==> src/rtl/mem_arbiter_if.sv <==
// mem_arbiter_if: request/response bus between the two requesters (M, D),
// the arbiter and the single-port memory.
// slave  : arbiter side (takes requests and mem_rd, drives done/rd and memory controls)
// master : requester/memory side (the opposite directions)
interface mem_arbiter_if #(
    parameter int WIDTH = 8
);
    logic             m_req;
    logic             m_we;
    logic [WIDTH-1:0] m_adr;
    logic [WIDTH-1:0] m_wd;
    logic             m_done;
    logic [WIDTH-1:0] m_rd;

    logic             d_req;
    logic             d_we;
    logic [WIDTH-1:0] d_adr;
    logic [WIDTH-1:0] d_wd;
    logic             d_lock;
    logic             d_done;
    logic [WIDTH-1:0] d_rd;

    logic             mem_we;
    logic [WIDTH-1:0] mem_adr;
    logic [WIDTH-1:0] mem_wd;
    logic [WIDTH-1:0] mem_rd;

    modport slave (
        input  m_req, m_we, m_adr, m_wd,
        input  d_req, d_we, d_adr, d_wd, d_lock,
        input  mem_rd,
        output m_done, m_rd, d_done, d_rd,
        output mem_we, mem_adr, mem_wd
    );

    modport master (
        output m_req, m_we, m_adr, m_wd,
        output d_req, d_we, d_adr, d_wd, d_lock,
        output mem_rd,
        input  m_done, m_rd, d_done, d_rd,
        input  mem_we, mem_adr, mem_wd
    );
endinterface

==> src/rtl/mem_arbiter.sv <==
// mem_arbiter: shares one single-port memory between the MIPS core (M) and a
// debug/loader DMA engine (D). Round-robin grant, optional D-side lock bounded
// by MAXLOCK while M waits, one access per two cycles back to back.
// Optional build macro MEM_ARB_STATS_EN adds per-port completion counters and a
// starvation-override pulse.
//
// state | meaning
// IDLE  | no owner, memory controls parked at 0
// ACC   | owner's request fields drive the memory; read data captured at exit
// DONE  | owner's done pulse, x_rd valid; next grant decided here
module mem_arbiter #(
    parameter int WIDTH   = 8,
    parameter int MAXLOCK = 4
) (
    input  logic          clk,
    input  logic          reset,
    mem_arbiter_if.slave  bus
`ifdef MEM_ARB_STATS_EN
    ,
    output logic [7:0]    m_cnt,
    output logic [7:0]    d_cnt,
    output logic          starve_evt
`endif
);

    typedef enum logic [1:0] {
        IDLE = 2'd0,
        ACC  = 2'd1,
        DONE = 2'd2
    } state_t;

    localparam logic       OWN_M    = 1'b0;
    localparam logic       OWN_D    = 1'b1;
    localparam logic [3:0] LOCK_MAX = 4'(MAXLOCK);

    state_t           r_state;
    state_t           w_state_nxt;
    logic             r_owner;
    logic             w_owner_nxt;
    logic             r_last;
    logic             w_last_nxt;
    logic [3:0]       r_lockcnt;
    logic [3:0]       w_lockcnt_nxt;
    logic [WIDTH-1:0] r_m_rd;
    logic [WIDTH-1:0] r_d_rd;

    logic             w_lock_keep;
    logic             w_override;
    logic             w_own_we;
    logic [WIDTH-1:0] w_own_adr;
    logic [WIDTH-1:0] w_own_wd;

    // D asks to stay owner; only meaningful at the end of one of its accesses
    assign w_lock_keep = (r_state == DONE) && (r_owner == OWN_D) && bus.d_lock && bus.d_req;
    // M has waited through MAXLOCK locked D accesses: break the lock
    assign w_override  = w_lock_keep && bus.m_req && (r_lockcnt >= LOCK_MAX);

    // Owner's request fields, muxed once for the memory bus and read capture
    always_comb begin
        w_own_we  = bus.m_we;
        w_own_adr = bus.m_adr;
        w_own_wd  = bus.m_wd;
        if (r_owner == OWN_D) begin
            w_own_we  = bus.d_we;
            w_own_adr = bus.d_adr;
            w_own_wd  = bus.d_wd;
        end
    end

    // State, owner, round-robin pointer and lock counter registers
    always_ff @(posedge clk or negedge reset) begin
        if (!reset) begin
            r_state   <= IDLE;
            r_owner   <= OWN_M;
            r_last    <= OWN_D;
            r_lockcnt <= 4'd0;
        end else begin
            r_state   <= w_state_nxt;
            r_owner   <= w_owner_nxt;
            r_last    <= w_last_nxt;
            r_lockcnt <= w_lockcnt_nxt;
        end
    end

    // Next-state and arbitration: grants are only decided in IDLE and DONE
    always_comb begin
        w_state_nxt   = r_state;
        w_owner_nxt   = r_owner;
        w_last_nxt    = r_last;
        w_lockcnt_nxt = r_lockcnt;
        case (r_state)
            IDLE, DONE: begin
                if (w_lock_keep && !w_override) begin
                    w_state_nxt   = ACC;
                    w_owner_nxt   = OWN_D;
                    w_last_nxt    = OWN_D;
                    w_lockcnt_nxt = (r_lockcnt == 4'hF) ? 4'hF : r_lockcnt + 4'd1;
                end else if (w_override) begin
                    w_state_nxt   = ACC;
                    w_owner_nxt   = OWN_M;
                    w_last_nxt    = OWN_M;
                    w_lockcnt_nxt = 4'd0;
                end else if (bus.m_req && bus.d_req) begin
                    // tie: the side that did not win last time goes now
                    w_state_nxt   = ACC;
                    w_owner_nxt   = ~r_last;
                    w_last_nxt    = ~r_last;
                    w_lockcnt_nxt = 4'd0;
                end else if (bus.m_req) begin
                    w_state_nxt   = ACC;
                    w_owner_nxt   = OWN_M;
                    w_last_nxt    = OWN_M;
                    w_lockcnt_nxt = 4'd0;
                end else if (bus.d_req) begin
                    w_state_nxt   = ACC;
                    w_owner_nxt   = OWN_D;
                    w_last_nxt    = OWN_D;
                    w_lockcnt_nxt = 4'd0;
                end else begin
                    w_state_nxt   = IDLE;
                    w_lockcnt_nxt = 4'd0;
                end
            end
            ACC: begin
                w_state_nxt = DONE;
            end
            default: begin
                w_state_nxt = IDLE;
            end
        endcase
    end

    // Memory bus is driven only during ACC; write enable can never leak out
    always_comb begin
        bus.mem_we  = 1'b0;
        bus.mem_adr = '0;
        bus.mem_wd  = '0;
        if (r_state == ACC) begin
            bus.mem_we  = w_own_we;
            bus.mem_adr = w_own_adr;
            bus.mem_wd  = w_own_wd;
        end
    end

    // Capture read data leaving ACC so x_rd is valid alongside the done pulse
    always_ff @(posedge clk or negedge reset) begin
        if (!reset) begin
            r_m_rd <= '0;
            r_d_rd <= '0;
        end else if ((r_state == ACC) && !w_own_we) begin
            if (r_owner == OWN_M) begin
                r_m_rd <= bus.mem_rd;
            end else begin
                r_d_rd <= bus.mem_rd;
            end
        end
    end

    assign bus.m_done = (r_state == DONE) && (r_owner == OWN_M);
    assign bus.d_done = (r_state == DONE) && (r_owner == OWN_D);
    assign bus.m_rd   = r_m_rd;
    assign bus.d_rd   = r_d_rd;

`ifdef MEM_ARB_STATS_EN
    logic [7:0] r_m_cnt;
    logic [7:0] r_d_cnt;

    // Saturating per-port completion counters
    always_ff @(posedge clk or negedge reset) begin
        if (!reset) begin
            r_m_cnt <= 8'd0;
            r_d_cnt <= 8'd0;
        end else begin
            if (bus.m_done && (r_m_cnt != 8'hFF)) begin
                r_m_cnt <= r_m_cnt + 8'd1;
            end
            if (bus.d_done && (r_d_cnt != 8'hFF)) begin
                r_d_cnt <= r_d_cnt + 8'd1;
            end
        end
    end

    assign m_cnt      = r_m_cnt;
    assign d_cnt      = r_d_cnt;
    assign starve_evt = w_override;
`endif

endmodule

==> src/flat_wrapper.sv <==
// flat-port wrapper written by rule: the top's interface ports become plain ports
module mem_arbiter_flat 
#(
    parameter int WIDTH   = 8,
    parameter int MAXLOCK = 4
)
  (clk, reset, bus_m_req, bus_m_we, bus_m_adr, bus_m_wd, bus_d_req, bus_d_we, bus_d_adr, bus_d_wd, bus_d_lock, bus_mem_rd, bus_m_done, bus_m_rd, bus_d_done, bus_d_rd, bus_mem_we, bus_mem_adr, bus_mem_wd);
  mem_arbiter_if #(.WIDTH(WIDTH)) bus_i ();
  input  logic clk;
  input  logic reset;
  input wire logic [$bits(bus_i.m_req)-1:0] bus_m_req;
  input wire logic [$bits(bus_i.m_we)-1:0] bus_m_we;
  input wire logic [$bits(bus_i.m_adr)-1:0] bus_m_adr;
  input wire logic [$bits(bus_i.m_wd)-1:0] bus_m_wd;
  input wire logic [$bits(bus_i.d_req)-1:0] bus_d_req;
  input wire logic [$bits(bus_i.d_we)-1:0] bus_d_we;
  input wire logic [$bits(bus_i.d_adr)-1:0] bus_d_adr;
  input wire logic [$bits(bus_i.d_wd)-1:0] bus_d_wd;
  input wire logic [$bits(bus_i.d_lock)-1:0] bus_d_lock;
  input wire logic [$bits(bus_i.mem_rd)-1:0] bus_mem_rd;
  output wire logic [$bits(bus_i.m_done)-1:0] bus_m_done;
  output wire logic [$bits(bus_i.m_rd)-1:0] bus_m_rd;
  output wire logic [$bits(bus_i.d_done)-1:0] bus_d_done;
  output wire logic [$bits(bus_i.d_rd)-1:0] bus_d_rd;
  output wire logic [$bits(bus_i.mem_we)-1:0] bus_mem_we;
  output wire logic [$bits(bus_i.mem_adr)-1:0] bus_mem_adr;
  output wire logic [$bits(bus_i.mem_wd)-1:0] bus_mem_wd;
  assign bus_i.m_req = bus_m_req;
  assign bus_i.m_we = bus_m_we;
  assign bus_i.m_adr = bus_m_adr;
  assign bus_i.m_wd = bus_m_wd;
  assign bus_i.d_req = bus_d_req;
  assign bus_i.d_we = bus_d_we;
  assign bus_i.d_adr = bus_d_adr;
  assign bus_i.d_wd = bus_d_wd;
  assign bus_i.d_lock = bus_d_lock;
  assign bus_i.mem_rd = bus_mem_rd;
  assign bus_m_done = bus_i.m_done;
  assign bus_m_rd = bus_i.m_rd;
  assign bus_d_done = bus_i.d_done;
  assign bus_d_rd = bus_i.d_rd;
  assign bus_mem_we = bus_i.mem_we;
  assign bus_mem_adr = bus_i.mem_adr;
  assign bus_mem_wd = bus_i.mem_wd;
  mem_arbiter #(.WIDTH(WIDTH), .MAXLOCK(MAXLOCK)) u_core (.clk(clk), .reset(reset), .bus(bus_i));
endmodule
==> config.mk <==
export PLATFORM = sky130hd
export DESIGN_NAME = mem_arbiter_flat
export DESIGN_NICKNAME = d
export VERILOG_FILES = /design/src/rtl/mem_arbiter_if.sv /design/src/rtl/mem_arbiter.sv /design/src/flat_wrapper.sv
export SDC_FILE = /design/constraint.sdc
export NUM_CORES = 1
export LEC_CHECK = 0
export CAP_MARGIN = 20
export CORE_UTILIZATION = 37
export DETAILED_ROUTE_END_ITERATION = 16
export GPL_TIMING_DRIVEN = 1
export MAX_ROUTING_LAYER = met4
export PLACE_DENSITY = 0.8
export SYNTH_ARGS = -nofsm -noshare
export SYNTH_HDL_FRONTEND = slang
export SYNTH_SLANG_ARGS = --single-unit
==> constraint.sdc <==
create_clock -name clk -period 1.8 [get_ports clk]
set_input_delay 0.54 -clock clk [delete_from_list [all_inputs] [get_ports clk]]
set_output_delay 0.54 -clock clk [all_outputs]
set_load 0.05 [all_outputs]
=== Yosys cells after proc, flatten, opt, wreduce, memory -nomap -nowiden ===
Cells that the tools add are included.

* $add $sub $neg: 1
* Multiply operators: 0
* Div/mod/pow operators: 0
* Magnitude comparators: 1
* Equal/unequal tests: 3
* Shift operators: 0
* Mux-type cells: 19
* Bitwise gates (word level): 2
* Reduce and logical (&&, ||, !) cells: 17

{| class="wikitable"
|+ Operators by type and width
! operator !! number
|-
| 8-bit two-way mux || 4
|-
| 1-bit logical AND || 9
|-
| 1-bit two-way mux || 8
|-
| 2-bit two-way mux || 4
|-
| 4-bit two-way mux || 2
|-
| 2-bit AND reduction || 3
|-
| 5-bit nonzero test || 1
|-
| 4-bit by 1-bit adder with 4-bit output (second input constant) || 1
|-
| 4-bit == test (second input constant) || 1
|-
| 4-bit by 3-bit >= comparator with 1-bit output (second input constant) || 1
|-
| 2-bit case mux with 2 select lines || 1
|-
| 2-bit by 1-bit == test with 1-bit output (second input constant) || 1
|-
| 2-bit == test (second input constant) || 1
|-
| 1-bit zero test || 2
|-
| 2-bit zero test || 1
|-
| 1-bit NOT || 2
|-
| 2-bit OR reduction || 1
|}

* Register bits: 24
* Latch bits: 0
* Memory bits (writable): 0
* Memory bits (read-only): 0
* Bits of input ports: 47
* Output and inout port bits: 35
* Logic and storage cells: 49
* Memories: 0

=== Longest topological paths before layout ===
Gate-level depths: netlist of run 1.

* Depth in word-level cells: 10
* Gate-level depth with buffers: 5

=== Worst setup path before layout of run 1 ===
OpenSTA, ideal clock, no wires.

* Path kind: register to output
* Start: register u_core.r_owner
* End: output bus_m_done
* Arrival time: 1.964 ns
* Required time: 1.260 ns
* Path slack: -0.704 ns
* Stages on the path, launching flop included: 4
* Buffers on the path: 2
* Path through: dfrtp_1 > buf_4 > buf_4 > nor3b_1

* Longest elaborated chain between the ends: 2

{| class="wikitable"
|+ RTL lines
! element !! line !! RTL
|-
| start, declared || mem_arbiter.sv:38 || <nowiki>logic r_owner;</nowiki>
|-
| start signal, assigned || mem_arbiter.sv:79 || <nowiki>r_owner <= w_owner_nxt;</nowiki>
|-
| 1-bit NOT (no line) || n/a ||
|-
| 1-bit logical AND || mem_arbiter.sv:159 || <nowiki>assign bus.m_done = (r_state == DONE) && (r_owner == OWN_M);</nowiki>
|-
| end, declared || flat_wrapper.sv:21 || <nowiki>output wire logic [$bits(bus_i.m_done)-1:0] bus_m_done;</nowiki>
|}

No other way between the ends.

=== Final worst setup path of run 1 ===
* Start: input bus_m_wd[4]
* End: output bus_mem_wd[4]

* Longest elaborated chain between the ends: 2

{| class="wikitable"
|+ RTL lines
! element !! line !! RTL
|-
| start, declared || flat_wrapper.sv:14 || <nowiki>input wire logic [$bits(bus_i.m_wd)-1:0] bus_m_wd;</nowiki>
|-
| 8-bit two-way mux || mem_arbiter.sv:63 || <nowiki>if (r_owner == OWN_D) begin</nowiki>
|-
| 8-bit two-way mux || mem_arbiter.sv:138 || <nowiki>if (r_state == ACC) begin</nowiki>
|-
| end, declared || flat_wrapper.sv:27 || <nowiki>output wire logic [$bits(bus_i.mem_wd)-1:0] bus_mem_wd;</nowiki>
|}

No other way between the ends.

==> run_results.csv, run 1 <==
group,metric,value,unit
clocking,tritoncts,"built",
placement,placedInstanceArea,2440,um2
pwr,switching_power,0.00152,W
detailed_routing,num_vias,1236,
finish,finalInstanceArea,2570,um2
floorplan,core,3360,um2
global_route,antenna_found_initial,0,
synth,yosysTopAreaCellShare,43.6,%
timing,clock.fmax,507,MHz
timing,grt_setup_unrepaired,"true",
pwr,clkPwrFrac,11.8,%
finish,area_growth,94.7,%
pwr,p_sw_share,45.8,%
clocking,htreeDepth,1,
finish,fin_nets,256,
finish,drive_gt1_share,45.4,%
synth,yosysWarnings,0,
floorplan,die_w,61.7,um
worst_setup_path,cp_top_family,"buffers and inverters",
clocking,clock_sinks,24,
floorplan,num_rows,21,
pwr,p_comb_share,62.2,%
global_route,grt_pass1_wl,6.00,mm
timing,hold_violations,0,
job,drv_cap,0,
worst_setup_path,crit_path_end_kind,"output port",
pwr,seq_power_share,26.0,%
detailed_routing,post_drt_via_cell_ratio,4.89,
global_route,grtUsageTotal,23.0,%
floorplan,die_y,61.7,um
pwr,max-vdd-ir-drop,1.30,mV
synth,syn_area,1320,um2
finish,insertedDiodeCount,0,
synth,syn_inst,116,
worst_setup_path,crit_buf_inv,2,
placement,place_ws,-195,ps
min_path,hp-class,"register to register",
pwr,p_total,0.00331,W
pwr,p_leak,1.11,nW
worst_setup_path,cpMaxStageDelayCell,"clkdlybuf4s50_1",
global_route,grt_max_degree,25,
detailed_routing,drtIter0Drc,25,
floorplan,start_util,39.2,%
timing,setup_viol,19,
clocking,clk_pin_slew,130,ps
synth,synth_area_leaders,"dfrtp_1, mux2_2, mux2i_1, nor2_1, dfstp_2",
timing,worst_slew_pin_slew,449,ps
synth,synth_area_per_cell,11.4,um2
timing,finalClockSkew,7.09,ps
status,violations,"negative setup slack",
worst_setup_path,path_cells,"clkdlybuf4s50_1, mux2i_2, nor2_2, buf_12",
clocking,postCtsHoldBufs,0,
clocking,numCtsBuffers,3,
floorplan,pin_count,82,
worst_setup_path,worstPathMaxFanout,1,
worst_setup_path,max_stage_delay,510,ps
status,status,"finished, violations left",
clocking,root_buffer,"clkbuf_4",
synth,synth_nets,164,
placement,gp_congestion,0.694,
finish,final_common_cell,"clkdlybuf4s50_1",
placement,hpwl,3.16,mm
worst_setup_path,cp_data_arrival_time,1430,ps
clocking,cts_max_path_buffers,2,
timing,fin_crit,1970,ps
detailed_routing,drc,0,
synth,yosysTopAreaCell,"dfrtp_1",
detailed_routing,firstDrtPassIters,4,
timing,slew_viol_final,0,
timing,final.period_utilization,110,%
placement,port_buffers,81,
global_route,grt-ovfl-total,0,
detailed_routing,wl,4.13,mm
finish,layout_common_cells,"clkdlybuf4s50_1, buf_4, buf_12, dfrtp_1",
floorplan,dieArea,3810,um2
pwr,power_density,1290,nW/um2
finish,nFillCells,242,
timing,fin_hold_ws,522,ps
timing,worst_slack,-172,ps
finish,fin_util,76.3,%
pwr,internal_power,0.00180,W
timing,relSlewSlack,69.8,%
worst_setup_path,path_class,"primary input to output port",
synth,synth_seq_cells,24,
synth,netlist-cell-type-count,32,
detailed_routing,wl_per_cell,16.3,um
global_route,first_global_vias,1270,
worst_setup_path,start_kind,"primary input",
clocking,clk_latency,320,ps
worst_setup_path,cp_data_required_time,1260,ps
detailed_routing,ant_nets,0,
synth,synth_seq_area_share,45.6,%
[what timing repair did]
action,4_1_cts,5_1_grt
endpoints found under the setup margin,19,19
gates resized for setup,26,10
buffers inserted,1,0
gates cloned,1,0
pin swaps,7,4
[state kept, by name, indices dropped and copies added (netlist names)]
| register | count |
|---|---|
| u_core.bus.m_rd | 8 |
| u_core.r_state | 2 |
| u_core.r_lockcnt | 4 |
| u_core.bus.d_rd | 8 |
| u_core.r_last | 1 |
| u_core.r_owner | 1 |
[area by class of cell]
class / count / area, um2 / share of cell area, %
clock inverter: 1 / 30.0 / 1.17
sequential: 24 / 603 / 23.5
multi-input combinational: 82 / 767 / 29.9
inverter: 5 / 18.8 / 0.731
tap: 46 / 57.6 / 2.24
clock buffer: 3 / 22.5 / 0.877
timing repair buffer: 92 / 1070 / 41.6
[power groups by stage]
stage / Clock [W] / Combinational [W] / Sequential (W)
after floorplan: 0 / 0.000616 / 0.00148
after global placement: 0 / 0.00196 / 0.000846
after detailed placement: 0 / 0.00200 / 0.000866
after CTS: 0.000404 / 0.00203 / 0.000860
after global routing: 0.000427 / 0.00213 / 0.000888
final: 0.000392 / 0.00206 / 0.000861
[synth_stat cells (all sizes together)]
library cell,count
a2111oi,1
a211o,1
a21oi,2
a31oi,2
a41oi,1
and2,2
and3,1
and3b,1
buf,5
clkbuf,1
dfrtp,23
dfstp,1
ha,1
inv,5
mux2,16
mux2i,17
nand2,4
nand2b,1
nand3,1
nand3b,1
nand4,1
nor2,18
nor3,1
nor3b,2
nor4bb,1
o211ai,2
o21ai,2
o21bai,1
o22ai,1
[final timing paths]
check	end	cells past startpoint	slack (ps)	start
setup / recovery	bus_mem_wd[4]	4	-170	bus_m_wd[4]
hold / removal	u_core.r_last	2	520	u_core.r_last
setup reg to reg	u_core.bus.m_rd[0]	5	260	u_core.r_owner
hold reg to reg	u_core.r_last	2	520	u_core.r_last
max in group asynchronous	u_core.r_last	2	960	reset
min in group asynchronous	u_core.bus.m_rd[5]	2	560	reset
[through the flow]
stage	TNS (ps)	instances
after floorplan	-1620	116
after global placement	-3870	247
after detailed placement	-4590	247
after CTS	-2710	253
after global routing	-3720	253
final	-2560	253
[cell families (layout without fill, tap and decap cells)]
group | count (synthesis) | after routing | share of synthesized area (%)
buf+inv | 11 | 101 | 4.93
mux | 33 | 33 | 26.6
fa+ha+maj | 1 | 1 | 0.949
simple gates | 34 | 35 | 14.8
compound gates | 13 | 13 | 7.12
flops | 24 | 24 | 45.6
[worst reg2reg max path, delay by kind of cell, from the launching register on]
kind	cells	cell delay [ps]
DFF	1	450
muxes	1	330
and+or+nand+nor	1	210
buffers and inverters	3	460
[routing by layer]
metal | up-vias | global-route usage, % | part of all wire, %
met2 | 43 | 39.2 | 55
li1 | 594 | - | -
met5 | - | - | 0
met3 | 2 | 5.59 | 6.3
met4 | 0 | 9.84 | 0.70
met1 | 597 | 25.8 | 38
(Power assumes the default switching activity.)
==> run 2: changes to the inputs <==
--- a/config.mk
+++ b/config.mk
@@ -11,6 +11,7 @@
 export GPL_TIMING_DRIVEN = 1
 export MAX_ROUTING_LAYER = met4
 export PLACE_DENSITY = 0.8
+export SETUP_SLACK_MARGIN = 0.05
 export SYNTH_ARGS = -nofsm -noshare
 export SYNTH_HDL_FRONTEND = slang
 export SYNTH_SLANG_ARGS = --single-unit
==> run_results.csv, run 2 (synthesis gave the netlist of run 1 again) <==
group,metric,value,unit
placement,hpwl,3.12,mm
detailed_routing,drtIter0Drc,49,
clocking,clk_pin_slew,120,ps
floorplan,die_w,61.7,um
clocking,clock_sinks,24,
timing,hold_violations,0,
global_route,busiest_layer,"met2",
clocking,tritoncts,"built",
detailed_routing,post_drt_via_cell_ratio,5.12,
timing,relSlewSlack,71.0,%
global_route,grt_pass1_wl,6.21,mm
timing,final.period_utilization,114,%
clocking,numCtsBuffers,3,
floorplan,pin_count,82,
placement,place_ws,-210,ps
timing,slew_viol_final,0,
placement,placedInstanceArea,2520,um2
pwr,power_density,1250,nW/um2
timing,fin_crit,2050,ps
timing,worst_slack,-246,ps
timing,worst_slew_pin_slew,430,ps
floorplan,die_y,61.7,um
global_route,grt_max_degree,25,
job,drv_cap,0,
detailed_routing,firstDrtPassIters,4,
detailed_routing,wl,4.91,mm
worst_setup_path,start_kind,"register",
finish,fin_util,82.4,%
global_route,first_global_vias,1348,
finish,drive_gt1_share,51.2,%
detailed_routing,drc,0,
worst_setup_path,cp_data_arrival_time,1510,ps
global_route,use_met1,24.8,%
placement,port_buffers,81,
clocking,cts_max_path_buffers,2,
finish,final_common_cell,"clkdlybuf4s50_1",
detailed_routing,wl_per_cell,19.1,um
global_route,antenna_found_initial,0,
global_route,grtUsageMet3,6.21,%
min_path,hp-class,"register to register",
pwr,max-vdd-ir-drop,1.12,mV
timing,setup_viol,19,
pwr,p_leak,1.13,nW
floorplan,dieArea,3810,um2
floorplan,start_util,39.2,%
worst_setup_path,crit_path_end_kind,"output port",
detailed_routing,ant_nets,0,
finish,stdcell_count,257,
finish,finalInstanceArea,2770,um2
clocking,postCtsHoldBufs,0,
detailed_routing,num_vias,1317,
worst_setup_path,path_class,"register to output port",
timing,clock.fmax,489,MHz
global_route,grtUsageTotal,23.1,%
timing,fin_hold_ws,519,ps
floorplan,core,3360,um2
floorplan,num_rows,21,
finish,insertedDiodeCount,0,
timing,finalClockSkew,3.28,ps
status,violations,"negative setup slack",
placement,place_inst,247,
finish,area_growth,110,%
placement,gp_congestion,0.658,
global_route,gr-usage-met2,40.7,%
clocking,clk_latency,300,ps
worst_setup_path,worstPathMaxFanout,10,
status,status,"finished, violations left",
finish,fin_nets,260,
clocking,htreeDepth,1,
clocking,root_buffer,"clkbuf_4",
global_route,grt-ovfl-total,0,
timing,grt_setup_unrepaired,"true",
worst_setup_path,cp_data_required_time,1260,ps
finish,layout_common_cells,"clkdlybuf4s50_1, buf_4, buf_12",
finish,nFillCells,197,
==> run 2: cell count changes in the layout (fill, tap and decap cells not counted), sizes merged <==
cell	before	now
nand2b	2	1
clkbuf	3	4
dlygate4sd2	16	2
buf	46	50
clkdlybuf4s50	30	44
==> run 2: final timing paths <==
kind	startpoint	end	slack [ps]	cells past startpoint
min	u_core.r_last	u_core.r_last	520	2
max	u_core.r_owner	bus_mem_wd[6]	-250	4
min reg2reg	u_core.r_last	u_core.r_last	520	2
max in group asynchronous	reset	u_core.r_last	920	2
max reg2reg	u_core.r_owner	u_core.bus.m_rd[4]	170	5
min in group asynchronous	reset	u_core.r_lockcnt[1]	590	2
==> run 2: layout make-up <==
class | count | area [um2] | area share (%)
Inverter | 5 | 18.8 | 0.678
Clock inverter | 1 | 30.0 | 1.08
Tap cell | 46 | 57.6 | 2.08
Sequential cell | 24 | 603 | 21.8
Timing Repair Buffer | 97 | 1160 | 42.0
Clock buffer | 3 | 22.5 | 0.813
Multi-Input combinational cell | 81 | 876 | 31.6
==> run 2: worst max-delay path, stage by stage (launching register included) <==
cell and delay, ps:
dfrtp_2 450, clkbuf_16 190, mux2i_1 310, nor2_2 90, buf_12 160
==> run 2: report_power, final <==
part	switching, W	internal [W]	total (W)
Combinational	0.00130	0.000945	0.00224
Sequential	0.000121	0.000738	0.000859
Clock	0.000148	0.000225	0.000373
==> run 2: stage by stage <==
stage | total power [W] | setup TNS [ps]
3_3_place_gp | 0.00288 | -3200
3_5_place_dp | 0.00292 | -3700
5_1_grt | 0.00363 | -4590
6_report | 0.00347 | -3290
2_1_floorplan | 0.00214 | -10.1
4_1_cts | 0.00342 | -3030
==> run 2: repair_timing <==
| item | 4_1_cts | 5_1_grt |
|---|---|---|
| pin swaps | 3 | 3 |
| gates resized for setup | 14 | 13 |
| setup buffers | 5 | 0 |
| gates cloned | 1 | 0 |
| endpoints found under the setup margin | 19 | 19 |
==> run 2: metal layers <==
layer / routed length (um) / part of all wire, % / vias up
met2: 2470 / 50 / 68
met4: 47 / 0.96 / 0
met3: 463 / 9.4 / 6
li1: - / - / 603
met5: 0 / 0 / -
met1: 1930 / 39 / 640
==> RTL change 1: new RTL, config.mk and constraints of run 2 <==
The 3 states of `state_t` get a one-hot encoding in 3 bits.
--- a/src/rtl/mem_arbiter.sv
+++ b/src/rtl/mem_arbiter.sv
@@ -24,8 +24,8 @@
 );
 
-    typedef enum logic [1:0] {
-        IDLE = 2'd0,
-        ACC  = 2'd1,
-        DONE = 2'd2
+    typedef enum logic [2:0] {
+        IDLE = 3'b001,
+        ACC  = 3'b010,
+        DONE = 3'b100
     } state_t;
 
Behaviour: no difference found for any inputs over 10 cycles, from zero or initial values and one cycle with reset low; not proved beyond that.
==> RTL change 1 against run 2 <==
- the flow still finishes with violations (negative setup slack)
- count of clock-buffer cells in the layout stayed put
- core utilization is 5.7 points lower
- sequential cell count is 1 higher
- maximum frequency is 5.2% lower
- design area is 5.5% lower
- worst hold slack worse by 0.037 ns
- wire length is 19% lower
- critical path type unchanged
- die area is 2.3% higher
- power is 17% higher
- register-to-register slack worse by 0.40 ns
- combinational power is 28% higher
- synthesized area is 2.4% higher
- largest power group unchanged
- setup slack worse by 0.11 ns
==> RTL change 1: results (changes against run 2) <==
stage,metric,value,unit,change
outcome,outcome,"finished, violations left",,unchanged
outcome,violations,negative setup slack,,unchanged
logic_synthesis,synth_compound_area_share,6.673,%,was 7.116%
grt,track_usage,20.61,%,was 23.06%
layout,n_fill_cell,217,,was 197
logic_synthesis,syn-num-nets,166,,was 164
detailed_routing,vias,1265,,was 1317
logic_synthesis,synth_xor_area_share,0.6487,%,was 0%
placed_design,dp_hpwl,3023,µm,was 3118 µm
power_and_ir_drop,combPwrFrac,70.3,%,was 64.5%
setup_path,arrival,1.62,ns,was 1.51 ns
grt,grt_use_met2,37.50,%,was 40.71%
logic_synthesis,muxShareOfSynthArea,28.92,%,was 26.57%
grt,grt_max_degree,26,,was 25
power_and_ir_drop,pg_seq,955,µW,was 859 µW
power_and_ir_drop,ir_drop,1.211,mV,was 1.119 mV
power_and_ir_drop,p_per_area,1554,nW/µm²,was 1254 nW/µm²
grt,grt_pass1_wl,6203,µm,was 6210 µm
power_and_ir_drop,leakagePower,1.158,nW,was 1.132 nW
detailed_routing,wl_met3,235,µm,was 463 µm
power_and_ir_drop,p_sw,1.933,mW,was 1.567 mW
detailed_routing,wl_met2,2105,µm,was 2471 µm
logic_synthesis,ys_types,31,,was 32
timing,setup_ws,-0.3585,ns,was -0.2465 ns
detailed_routing,drt_iter0_markers,24,,was 49
layout,seq_area,628.1,µm²,was 603.1 µm²
setup_path,reg2reg_from,u_core.r_state[2],,was u_core.r_owner
timing,setup_tns,-9.005,ns,was -3.292 ns
grt,met3_usage,2.737,%,was 6.211%
layout,layout-drive-gt1-share,44.08,%,was 51.18%
placed_design,place_area,2461,µm²,was 2519 µm²
detailed_routing,drt-met1-wl,1610,µm,was 1927 µm
setup_path,r2r_cells,6,,was 5
setup_path,crit_path_max_fanout,7,,was 10
clock_tree,insertion_delay,0.32,ns,was 0.30 ns
setup_path,r2r_slack,-0.23,ns,was 0.17 ns
placed_design,place_congestion,0.7307,,was 0.6580
logic_synthesis,yosys.area_share.adder,0.9268,%,was 0.9488%
setup_path,reg2reg_to,u_core.bus.d_rd[4],,was u_core.bus.m_rd[4]
timing,setup_violations,35,,was 19
-- RTL change 1: per-stage QoR --
stage | instances | setup WS [ns] | hold WS [ns]
after detailed placement | 249 | -0.2010 | 0.4824
after floorplan | 118 | -0.1233 | 0.2444
final | 257 | -0.3585 | 0.4819
after CTS | 254 | -0.3566 | 0.5060
after global routing | 257 | -0.3950 | 0.5045
after global placement | 249 | -0.1612 | 0.4752
-- RTL change 1: area by class of cell --
class | count | area share [%]
inverters | 4 | 0.5736
well taps | 46 | 2.199
clock buffers | 3 | 0.8604
multi-input cells | 83 | 30.40
flip-flops and latches | 25 | 24.00
clock inverters | 1 | 0.2868
repair buffers | 95 | 41.68
-- RTL change 1: critical path: stages (launching register included) --
cell and delay, ns:
dfrtp_1 0.41, or3b_4 0.42, buf_12 0.16, nor2_2 0.13, buf_6 0.17
-- RTL change 1: repair_timing --
item / in CTS / in global routing
resized for setup: 12 / 10
cloned: 0 / 1
pin swaps: 1 / 5
setup buffers: 1 / 3
hold buffers: 0 / 0
setup endpoints to repair: 35 / 35
==> RTL change 2: new RTL, flow settings as in run 2 <==
Made on the original files. `WIDTH` is set to 8 in 3 places; all go to 7.
--- a/src/rtl/mem_arbiter_if.sv
+++ b/src/rtl/mem_arbiter_if.sv
@@ -4,5 +4,5 @@
 // master : requester/memory side (the opposite directions)
 interface mem_arbiter_if #(
-    parameter int WIDTH = 8
+    parameter int WIDTH = 7
 );
     logic             m_req;
--- a/src/rtl/mem_arbiter.sv
+++ b/src/rtl/mem_arbiter.sv
@@ -10,5 +10,5 @@
 // DONE  | owner's done pulse, x_rd valid; next grant decided here
 module mem_arbiter #(
-    parameter int WIDTH   = 8,
+    parameter int WIDTH   = 7,
     parameter int MAXLOCK = 4
 ) (
--- a/src/flat_wrapper.sv
+++ b/src/flat_wrapper.sv
@@ -2,5 +2,5 @@
 module mem_arbiter_flat 
 #(
-    parameter int WIDTH   = 8,
+    parameter int WIDTH   = 7,
     parameter int MAXLOCK = 4
 )
Ports: changed (9 resized); port bits go from 82 to 73. The function was not compared with the original's and may differ.
==> RTL change 2 against run 2 <==
- the flow still finishes with violations (negative setup slack)
- via count down 9.2%
- wire length fell by 20%
- non-clock buffer count down 11
- final cell count is 8.2% lower
- synthesized area down 8.6%
- power is 14% lower
- register-to-register slack better by 0.06 ns
- design area is 10% lower
- combinational power fell by 11%
- sequential cell count down 2
- core utilization down 1.7 points
- setup slack better by 0.026 ns
==> RTL change 2: results (changes against run 2) <==
stage,metric,value,unit,change
logic_synthesis,yosysSeqAreaShare,45.79,%,was 45.64%
logic_synthesis,synth.area.top_cells,"dfrtp_1 44%, mux2i_1 13%, mux2_2 13%",,"was dfrtp_1 44%, mux2_2 14%, mux2i_1 13%"
layout,antenna_cells,0,,unchanged
logic_synthesis,ys_types,32,,unchanged
layout,final_cells,236,,was 257
clock_tree,cts_buffer_depth,2,,unchanged
detailed_routing,dr.pass1.iters,4,,unchanged
min_path,min_path_type,register to register,,unchanged
layout,n_fill_cell,185,,was 197
placed_design,io_buffers,72,,was 81
grt,overflow,0,,unchanged
grt,grt_max_degree,23,,was 25
placed_design,dp_cells,228,,was 247
setup_path,r2r_cells,5,,unchanged
power_and_ir_drop,leakagePower,1.026,nW,was 1.132 nW
detailed_routing,wl_per_cell,16.56,µm,was 19.11 µm
setup_path,crit_path_max_fanout,1,,was 10
detailed_routing,vias,1196,,was 1317
clock_tree,insertion_delay,0.32,ns,was 0.30 ns
setup_path,crit_start,bus_m_adr[6],,was u_core.r_owner
setup_path,arrival,1.48,ns,was 1.51 ns
clock_tree,post_cts_resized,22,,was 14
grt,grt_pass1_wl,5685,µm,was 6210 µm
setup_path,reg2reg_to,u_core.bus.d_rd[3],,was u_core.bus.m_rd[4]
placed_design,place_congestion,0.7223,,was 0.6580
clock_tree,post-cts-setup-buffers,3,,was 5
setup_path,reg2reg_from,u_core.r_state[1],,was u_core.r_owner
logic_synthesis,syn_area_per_cell,11.16,µm²,was 11.37 µm²
setup_path,r2r_slack,0.23,ns,was 0.17 ns
outcome,violations,negative setup slack,,unchanged
logic_synthesis,async_flop_share,100.0,%,unchanged
logic_synthesis,yosysMostFrequentCell,dfrtp_1,,unchanged
min_path,min_from,u_core.r_last,,unchanged
power_and_ir_drop,ir_drop,0.9603,mV,was 1.119 mV
timing,setup_ws,-0.2207,ns,was -0.2465 ns
detailed_routing,drt_iter0_markers,37,,was 49
outcome,outcome,"finished, violations left",,unchanged
setup_path,crit_end,bus_mem_adr[6],,was bus_mem_wd[6]
clock_tree,cts_max_level,1,,unchanged
timing,relSlewSlack,76.14,%,was 70.97%
placed_design,dp_hpwl,2655,µm,was 3118 µm
grt,track_usage,22.23,%,was 23.06%
clock_tree,clkTransAtPathRegs,0.11,ns,
timing,setup_violations,17,,was 19
layout,layout-drive-gt1-share,49.48,%,was 51.18%
clock_tree,cts-root-buf,clkbuf_4,,unchanged
grt,antenna_found_initial,0,,unchanged
timing,clock_skew,0.01246,ns,was 0.003281 ns
logic_synthesis,yosysWarnings,0,,unchanged
logic_synthesis,syn-num-nets,151,,was 164
clock_tree,numCtsBuffers,3,,unchanged
logic_synthesis,synth_commonest_cells,"21 x dfrtp_1, 17 x nor2_1, 16 x mux2i_1, 14 x mux2_2",,"was 23 x dfrtp_1, 18 x nor2_1, 17 x mux2i_1, 16 x mux2_2, 5 x inv_1"
-- RTL change 2: report_power, final --
part           internal (mW)  switching, mW
clock                 0.0868          0.150
combinational          0.840           1.15
sequential             0.671          0.107
-- RTL change 2: area by class of cell --
cell class	count	area (µm²)	share of cell area, %
sequential	22	553.0	22.27
tap	44	55.05	2.217
multi-input combinational	76	819.5	33.00
inverter	4	15.01	0.6045
timing repair buffer	86	1015	40.86
clock buffer	4	26.28	1.058
-- RTL change 2: how the worst min path moves through the flow --
stage	end	slack (ns)	cells after the start
floorplan	u_core.bus.d_rd[0]	0.24	0
global placement	u_core.r_lockcnt[1]	0.49	2
detailed placement	u_core.r_last	0.50	2
CTS	u_core.r_last	0.52	2
global route	u_core.bus.m_rd[4]	0.55	1
finish	u_core.r_last	0.52	2
-- RTL change 2: per-stage QoR --
step	worst slack, ns	setup TNS (ns)	instance area [µm²]	total power, mW	utilization [%]
CTS	-0.1661	-2.273	2355	2.879	76.50
finish	-0.2207	-2.404	2484	3.005	80.69
global route	-0.2331	-3.114	2484	3.115	80.69
global placement	-0.1633	-3.416	2267	2.559	73.66
floorplan	-0.04690	-0.2814	1290	1.896	-
detailed placement	-0.1893	-4.108	2267	2.606	73.66
-- RTL change 2: per-layer routing --
metal,wire length [µm],GRT usage (%)
met3,196,5.240
met5,0,-
met2,2185,38.47
met1,1463,26.99
met4,61,3.061
-- RTL change 2: cells by family (layout without fill, tap and decap cells) --
kind of cell    after synthesis  count (layout)  synth area share [%]
compound gates               13              13                 7.580
simple gates                 32              32                 14.64
fa+ha+maj                     1               1                 1.038
mux                          30              30                 26.38
flops                        22              22                 45.79
buf+inv                      10              94                 4.567
-- RTL change 2: worst max-delay path, cell delays in order --
cell and delay (ns):
clkdlybuf4s50_1 0.48, mux2i_1 0.08, nor2_1 0.20, buf_12 0.17
